$ cat config.mk
export PLATFORM = sky130hd
export DESIGN_NAME = goldschmidt_round_flat
export DESIGN_NICKNAME = d
export VERILOG_FILES = /design/src/rtl/goldschmidt_round_if.sv /design/src/rtl/goldschmidt_round.sv /design/src/flat_wrapper.sv
export SDC_FILE = /design/constraint.sdc
export NUM_CORES = 1
export LEC_CHECK = 0
export CAP_MARGIN = 20
export CELL_PAD_IN_SITES_DETAIL_PLACEMENT = 1
export CELL_PAD_IN_SITES_GLOBAL_PLACEMENT = 1
export CORE_MARGIN = 2
export CORE_UTILIZATION = 36
export CTS_CLUSTER_SIZE = 28
export DETAILED_ROUTE_END_ITERATION = 8
export PLACE_DENSITY = 0.77
export SETUP_SLACK_MARGIN = 0.2
export SYNTH_ARGS = -nofsm -noshare
export SYNTH_HDL_FRONTEND = slang
export SYNTH_SLANG_ARGS = --single-unit
export TNS_END_PERCENT = 1
$ cat constraint.sdc
create_clock -name clk -period 2.98 [get_ports clk]
set_input_delay 0.298 -clock clk [delete_from_list [all_inputs] [get_ports clk]]
set_output_delay 0.298 -clock clk [all_outputs]
set_load 0.03 [all_outputs]
$ cat src/rtl/goldschmidt_round_if.sv
// Valid/ready bundle between the divider, the rounding stage and its consumer.
interface goldschmidt_round_if #(
  parameter int WIDTH = 30,
  parameter int OUTW  = 24
);
  logic             in_valid;
  logic             in_ready;
  logic [WIDTH-1:0] quotient;
  logic             rem_sign;
  logic             rem_zero;
  logic [1:0]       rnd_mode;
  logic [OUTW-1:0]  result;
  logic             inexact;
  logic             ovf;
  logic             out_valid;
  logic             out_ready;
  logic             overrun;

  // Driven by the divider/consumer side.
  modport master (
    output in_valid, quotient, rem_sign, rem_zero, rnd_mode, out_ready,
    input  in_ready, result, inexact, ovf, out_valid, overrun
  );

  // The rounding stage itself.
  modport slave (
    input  in_valid, quotient, rem_sign, rem_zero, rnd_mode, out_ready,
    output in_ready, result, inexact, ovf, out_valid, overrun
  );
endinterface

$ cat src/rtl/goldschmidt_round.sv
// One-ulp quotient correction followed by RZ/RNE/RU rounding to OUTW bits.
// Quotient is unsigned fixed point with 2 integer bits. One operation in flight.
module goldschmidt_round #(
  parameter int WIDTH = 30,
  parameter int OUTW  = 24
) (
  input logic              clk,
  input logic              reset,
  goldschmidt_round_if.slave bus
);
  localparam int D = WIDTH - OUTW;

  localparam logic [1:0] S_IDLE = 2'd0;
  localparam logic [1:0] S_CORR = 2'd1;
  localparam logic [1:0] S_RND  = 2'd2;
  localparam logic [1:0] S_HOLD = 2'd3;

  localparam logic [1:0] M_RNE = 2'b01;
  localparam logic [1:0] M_RU  = 2'b10;

  logic [1:0]       r_state;
  logic [WIDTH-1:0] r_q;       // raw quotient, overwritten by the corrected value in CORR
  logic             r_sign;
  logic             r_zero;
  logic [1:0]       r_mode;
  logic             r_exact;
  logic [OUTW-1:0]  r_result;
  logic             r_inexact;
  logic             r_ovf;
  logic             r_overrun;

  logic             w_in_ready;
  logic [WIDTH-1:0] w_q_corr;
  logic [OUTW-1:0]  w_hi;
  logic             w_g;
  logic             w_low_sticky;
  logic             w_s;
  logic             w_up;

  assign w_in_ready = (r_state == S_IDLE);

  // Subtract one ulp when the remainder says q overshot; never wrap below zero.
  assign w_q_corr = r_sign ? ((r_q == '0) ? '0 : (r_q - WIDTH'(1))) : r_q;

  assign w_hi = r_q[WIDTH-1:D];
  assign w_g  = r_q[D-1];

  generate
    if (D >= 2) begin : g_sticky
      assign w_low_sticky = |r_q[D-2:0];
    end else begin : g_no_sticky
      assign w_low_sticky = 1'b0;
    end
  endgenerate

  // A nonzero remainder means the true quotient lies strictly above q'.
  assign w_s = w_low_sticky | ~r_exact;

  // Round-up decision; reserved mode falls through to truncation.
  always_comb begin
    w_up = 1'b0;
    case (r_mode)
      M_RNE:   w_up = w_g & (w_s | w_hi[0]);
      M_RU:    w_up = w_g | w_s;
      default: w_up = 1'b0;
    endcase
  end

  // Control FSM, operand capture, correction and rounding registers.
  always_ff @(posedge clk or posedge reset) begin
    if (reset) begin
      r_state   <= S_IDLE;
      r_q       <= '0;
      r_sign    <= 1'b0;
      r_zero    <= 1'b0;
      r_mode    <= 2'b00;
      r_exact   <= 1'b0;
      r_result  <= '0;
      r_inexact <= 1'b0;
      r_ovf     <= 1'b0;
    end else begin
      case (r_state)
        S_IDLE: begin
          if (bus.in_valid) begin
            r_q     <= bus.quotient;
            r_sign  <= bus.rem_sign;
            r_zero  <= bus.rem_zero;
            r_mode  <= bus.rnd_mode;
            r_state <= S_CORR;
          end
        end
        S_CORR: begin
          r_q     <= w_q_corr;
          r_exact <= r_zero & ~r_sign;
          r_state <= S_RND;
        end
        S_RND: begin
          if (w_up && (&w_hi)) begin
            r_result <= '1;
            r_ovf    <= 1'b1;
          end else begin
            r_result <= w_hi + OUTW'(w_up);
            r_ovf    <= 1'b0;
          end
          r_inexact <= w_g | w_s;
          r_state   <= S_HOLD;
        end
        default: begin
          if (bus.out_ready) begin
            r_state <= S_IDLE;
          end
        end
      endcase
    end
  end

  // Sticky flag for inputs offered while busy; those inputs are dropped.
  always_ff @(posedge clk or posedge reset) begin
    if (reset) begin
      r_overrun <= 1'b0;
    end else if (bus.in_valid && !w_in_ready) begin
      r_overrun <= 1'b1;
    end
  end

  assign bus.in_ready  = w_in_ready;
  assign bus.out_valid = (r_state == S_HOLD);
  assign bus.result    = r_result;
  assign bus.inexact   = r_inexact;
  assign bus.ovf       = r_ovf;
  assign bus.overrun   = r_overrun;

endmodule

$ cat src/flat_wrapper.sv
// flat-port wrapper written by rule: the top's interface ports become plain ports
module goldschmidt_round_flat 
#(
  parameter int WIDTH = 30,
  parameter int OUTW  = 24
)
  (clk, reset, bus_in_valid, bus_quotient, bus_rem_sign, bus_rem_zero, bus_rnd_mode, bus_out_ready, bus_in_ready, bus_result, bus_inexact, bus_ovf, bus_out_valid, bus_overrun);
  goldschmidt_round_if #(.WIDTH(WIDTH), .OUTW(OUTW)) bus_i ();
  input logic clk;
  input logic reset;
  input wire logic [$bits(bus_i.in_valid)-1:0] bus_in_valid;
  input wire logic [$bits(bus_i.quotient)-1:0] bus_quotient;
  input wire logic [$bits(bus_i.rem_sign)-1:0] bus_rem_sign;
  input wire logic [$bits(bus_i.rem_zero)-1:0] bus_rem_zero;
  input wire logic [$bits(bus_i.rnd_mode)-1:0] bus_rnd_mode;
  input wire logic [$bits(bus_i.out_ready)-1:0] bus_out_ready;
  output wire logic [$bits(bus_i.in_ready)-1:0] bus_in_ready;
  output wire logic [$bits(bus_i.result)-1:0] bus_result;
  output wire logic [$bits(bus_i.inexact)-1:0] bus_inexact;
  output wire logic [$bits(bus_i.ovf)-1:0] bus_ovf;
  output wire logic [$bits(bus_i.out_valid)-1:0] bus_out_valid;
  output wire logic [$bits(bus_i.overrun)-1:0] bus_overrun;
  assign bus_i.in_valid = bus_in_valid;
  assign bus_i.quotient = bus_quotient;
  assign bus_i.rem_sign = bus_rem_sign;
  assign bus_i.rem_zero = bus_rem_zero;
  assign bus_i.rnd_mode = bus_rnd_mode;
  assign bus_i.out_ready = bus_out_ready;
  assign bus_in_ready = bus_i.in_ready;
  assign bus_result = bus_i.result;
  assign bus_inexact = bus_i.inexact;
  assign bus_ovf = bus_i.ovf;
  assign bus_out_valid = bus_i.out_valid;
  assign bus_overrun = bus_i.overrun;
  goldschmidt_round #(.WIDTH(WIDTH), .OUTW(OUTW)) u_core (.clk(clk), .reset(reset), .bus(bus_i));
endmodule
==> results of run 1 <==
registers in the layout (all words and copies together) (netlist names):
register,count
u_core.bus.ovf,1
u_core.r_zero,1
u_core.r_mode,2
u_core.bus.inexact,1
u_core.bus.result,24
u_core.r_q,30
u_core.r_exact,1
u_core.bus.overrun,1
u_core.r_sign,1
u_core.r_state,2
area by class of cell:
type                            count  area share [%]
Inverter                           25            1.82
Clock inverter                      2           0.679
Timing Repair Buffer              102            18.5
Multi-Input combinational cell    315            41.0
Sequential cell                    64            31.0
Clock buffer                       14            3.54
Tap cell                          140            3.39
routing by layer:
metal / up-vias / wire, um / global-route usage, %
met1: 1923 / 5600 / 29.0
met4: 0 / 338 / 10.2
li1: 1763 / - / -
met2: 111 / 6060 / 36.0
met3: 24 / 571 / 3.13
met5: - / 0 / 0
placed cells by master, fill, tap and decap left out, types with 6 or more instances in the layout:
cell type | netlist | layout
sky130_fd_sc_hd__buf_4 | 0 | 34
sky130_fd_sc_hd__clkdlybuf4s50_1 | 0 | 66
sky130_fd_sc_hd__nor2_1 | 49 | 49
sky130_fd_sc_hd__a21oi_1 | 31 | 31
sky130_fd_sc_hd__o21ai_0 | 16 | 16
sky130_fd_sc_hd__clkbuf_8 | 0 | 13
sky130_fd_sc_hd__dfrtp_1 | 64 | 64
sky130_fd_sc_hd__nor3_1 | 17 | 16
sky130_fd_sc_hd__a22o_1 | 12 | 12
sky130_fd_sc_hd__xnor2_1 | 12 | 12
sky130_fd_sc_hd__inv_1 | 24 | 21
sky130_fd_sc_hd__nand3_1 | 10 | 10
sky130_fd_sc_hd__nand4_1 | 10 | 10
sky130_fd_sc_hd__mux2_2 | 6 | 6
sky130_fd_sc_hd__nand2_1 | 32 | 32
sky130_fd_sc_hd__ha_1 | 10 | 7
sky130_fd_sc_hd__o22ai_1 | 6 | 6
sky130_fd_sc_hd__xor2_1 | 9 | 9
sky130_fd_sc_hd__or3_1 | 9 | 8
worst max path at each step:
stage                                    from                                end  slack (ns)  depth (start not counted)
floorplan           u_core.r_q[0]$_DFFE_PP0P_  u_core.bus.result[19]$_DFFE_PP0P_        0.23                         11
global placement    u_core.r_q[0]$_DFFE_PP0P_  u_core.bus.result[15]$_DFFE_PP0P_         0.1                         11
detailed placement  u_core.r_q[0]$_DFFE_PP0P_  u_core.bus.result[22]$_DFFE_PP0P_       -0.13                         12
CTS                 u_core.r_q[0]$_DFFE_PP0P_  u_core.bus.result[22]$_DFFE_PP0P_        0.21                         12
global route        u_core.r_q[0]$_DFFE_PP0P_  u_core.bus.result[19]$_DFFE_PP0P_       -0.04                         13
finish              u_core.r_q[0]$_DFFE_PP0P_  u_core.bus.result[19]$_DFFE_PP0P_        0.06                         13
where the power goes:
group	leakage [nW]	switching [mW]	internal (mW)	total [mW]
Clock	0.113	0.356	0.477	0.834
Sequential	0.769	0.481	1.28	1.76
Combinational	1.16	2.02	1.45	3.47
Total	2.04	2.86	3.21	6.07
critical path: stages (launching register included):
cell and delay, ns:
sky130_fd_sc_hd__dfrtp_1 0.39, sky130_fd_sc_hd__inv_2 0.05, sky130_fd_sc_hd__ha_2 0.16, sky130_fd_sc_hd__or4b_4 0.23
sky130_fd_sc_hd__o31ai_4 0.08, sky130_fd_sc_hd__a2111oi_4 0.44, sky130_fd_sc_hd__buf_4 0.20, sky130_fd_sc_hd__ha_4 0.14
sky130_fd_sc_hd__nand4_1 0.21, sky130_fd_sc_hd__nor4_2 0.36, sky130_fd_sc_hd__buf_4 0.19, sky130_fd_sc_hd__nand4_1 0.10
sky130_fd_sc_hd__xor2_1 0.16, sky130_fd_sc_hd__a21oi_1 0.12
stage by stage:
step / worst slack (ns) / area [um2] / TNS, ns / std cells
3_5_place_dp: -0.127 / 4780 / -0.304 / 633
4_1_cts: 0.208 / 5080 / 0 / 655
5_1_grt: -0.0369 / 5160 / -0.0781 / 662
3_3_place_gp: 0.0963 / 4780 / 0 / 633
6_report: 0.0601 / 5160 / 0 / 662
2_1_floorplan: 0.233 / 3910 / 0 / 436
repair_timing:
item	4_1_cts	5_1_grt
pin swaps	5	8
buffers inserted	6	7
gates resized for setup	7	6
endpoints found under the setup margin	17	14
cells by family (layout without fill, tap and decap cells):
group | after synthesis | after routing | share of synthesized area [%]
multiplexers | 6 | 6 | 1.73
XOR/XNOR | 21 | 21 | 4.71
buffers and inverters | 57 | 143 | 6.79
adder cells (fa/ha/maj) | 10 | 10 | 3.20
AO/OA/AOI/OAI | 120 | 120 | 21.5
flip-flops | 64 | 64 | 41.0
AND/OR/NAND/NOR | 158 | 158 | 21.0
==> reports/summary.log, run 1 <==
qor: global_routing.number_of_antenna_violations_at_the_first_check_in_global_routing 0
qor: critical_path.r2r-end u_core.bus.result[19]$_DFFE_PP0P_
qor: clock_tree.path_clk_slew 0.07 ns
qor: layout.finalCoreUtilization 48.2%
qor: logic_synthesis.most_numerous_cell_in_the_yosys_netlist sky130_fd_sc_hd__dfrtp_1
qor: placed_design.hpwlAfterDp 8880 um
qor: layout.multi_input_area 2120 um2
qor: logic_synthesis.dominantRegCellSynth sky130_fd_sc_hd__dfrtp_1
qor: layout.register_cell_area_after_layout 1600 um2
qor: power_and_ir_drop.report.power.total 6.07 mW
qor: clock_tree.hold_bufs_inserted_after_cts 0
qor: layout.final.fill_count 1243
qor: critical_path.crit_type register to register
qor: detailed_routing.detail_route.wirelength 12600 um
qor: floorplan.design.core.area 10700 um2
qor: floorplan.die_ht 108 um
qor: detailed_routing.dr.first_iter.drc_count 261
qor: power_and_ir_drop.worst_ir_drop_vdd 423 uV
qor: detailed_routing.post_drt_via_cell_ratio 5.77
qor: timing.final.hold.worst_slack 0.387 ns
qor: detailed_routing.route.detailed.wl_per_inst 19.0 um
qor: logic_synthesis.synth-seq-area-share 41.0%
qor: global_routing.grt.total_usage 22.1%
qor: global_routing.grt_pass1_wl 20000 um
qor: layout.drive_above_1_share 15.5%
qor: clock_tree.cts_tree done
qor: floorplan.core.rowCount 38
qor: logic_synthesis.yosysWarnings 0
qor: timing.clock_skew 0.00657 ns
qor: floorplan.dieArea 11700 um2
qor: timing.report.final.hold_viol_count 0
qor: critical_path.reg2reg_depth 13
qor: logic_synthesis.flip_flop_and_latch_count_after_synthesis 64
qor: clock_tree.clockBufferDepth 2
qor: layout.area_growth 32.1%
qor: clock_tree.cts_inserted_buffers 9
qor: floorplan.io-pin-count 67
qor: logic_synthesis.synthDominantAreaCellType sky130_fd_sc_hd__dfrtp_1
qor: timing.maxSlewViolCount 0
qor: logic_synthesis.synth.net_count 484
qor: logic_synthesis.post_synth_cell_types 59
qor: critical_path.start_kind register
qor: critical_path.timing.critical_path.fanout_max 4
qor: clock_tree.ctsRootBufferMaster sky130_fd_sc_hd__clkbuf_8
qor: global_routing.grt_pass1_vias 3887
qor: critical_path.timing.reg2reg.setup_slack 0.06 ns
qor: global_routing.grt_overflow_total 0
qor: logic_synthesis.post-synth-top-area-fraction 41.0%
qor: timing.grt_setup_unrepaired yes
qor: placed_design.place.gp.congestion 0.871
qor: logic_synthesis.synthCells 436
qor: placed_design.port_buffers 66
qor: logic_synthesis.synthTopCellsByArea sky130_fd_sc_hd__dfrtp_1 (41%), sky130_fd_sc_hd__nor2_1 (4.7%), sky130_fd_sc_hd__a21oi_1 (4.0%), sky130_fd_sc_hd__ha_1 (3.2%), sky130_fd_sc_hd__nand2_1 (3.1%)
qor: timing.finalWorstPathRequiredPeriod 2.92 ns
qor: logic_synthesis.synth_edf_count 0
qor: floorplan.die_w 108 um
qor: flow_run.maxCapViolations 0
qor: critical_path.timing.rr.start u_core.r_q[0]$_DFFE_PP0P_
qor: timing.worst_slew_pin_slew 0.923 ns
qor: worst_hold_path.worst_hold_path_type input pin to asynchronous set/reset pin
qor: detailed_routing.route.vias.total 3821
qor: timing.timing.slew.headroom 38.2%
qor: power_and_ir_drop.power.density 1180 nW/um2
qor: logic_synthesis.synth_area 3910 um2
qor: detailed_routing.detailedRoute.firstPassIterationCount 4
qor: logic_synthesis.syn-mean-instance-area 8.96 um2
qor: layout.layout.nets 565
qor: clock_tree.clkSinkCount 64
qor: critical_path.critical_path_required 3.26 ns
qor: detailed_routing.drt_drc_violations_left 0
qor: clock_tree.h-tree-depth 3
qor: detailed_routing.postRouteAntennaNets 0
qor: status.outcome finished clean
qor: timing.max_freq 342 MHz
qor: critical_path.crit_arrival 3.20 ns
qor: timing.setup_failing_eps_final 0
qor: logic_synthesis.synth.cells.most_frequent sky130_fd_sc_hd__dfrtp_1 (64), sky130_fd_sc_hd__nor2_1 (49), sky130_fd_sc_hd__nand2_1 (32)
qor: power_and_ir_drop.leakagePower 2.04 nW
qor: layout.n_antenna_cell 0
qor: global_routing.largest_net_degree_at_the_start_of_global_routing 35
qor: timing.final.period_utilization 98.0%
qor: floorplan.starting_density_of_the_core 36.5%
qor: critical_path.endpoint_kind register
qor: logic_synthesis.async_flop_share 100%
qor: clock_tree.clk_latency_worst_skew_pair 0.36 ns
(Power assumes the default switching activity.)
==> run 2, diff against run 1 <==
Settings changed: SLEW_MARGIN from default to 10.
==> results of run 2 <==
The final DEF is identical to that of run 1; final timing and power are the same.
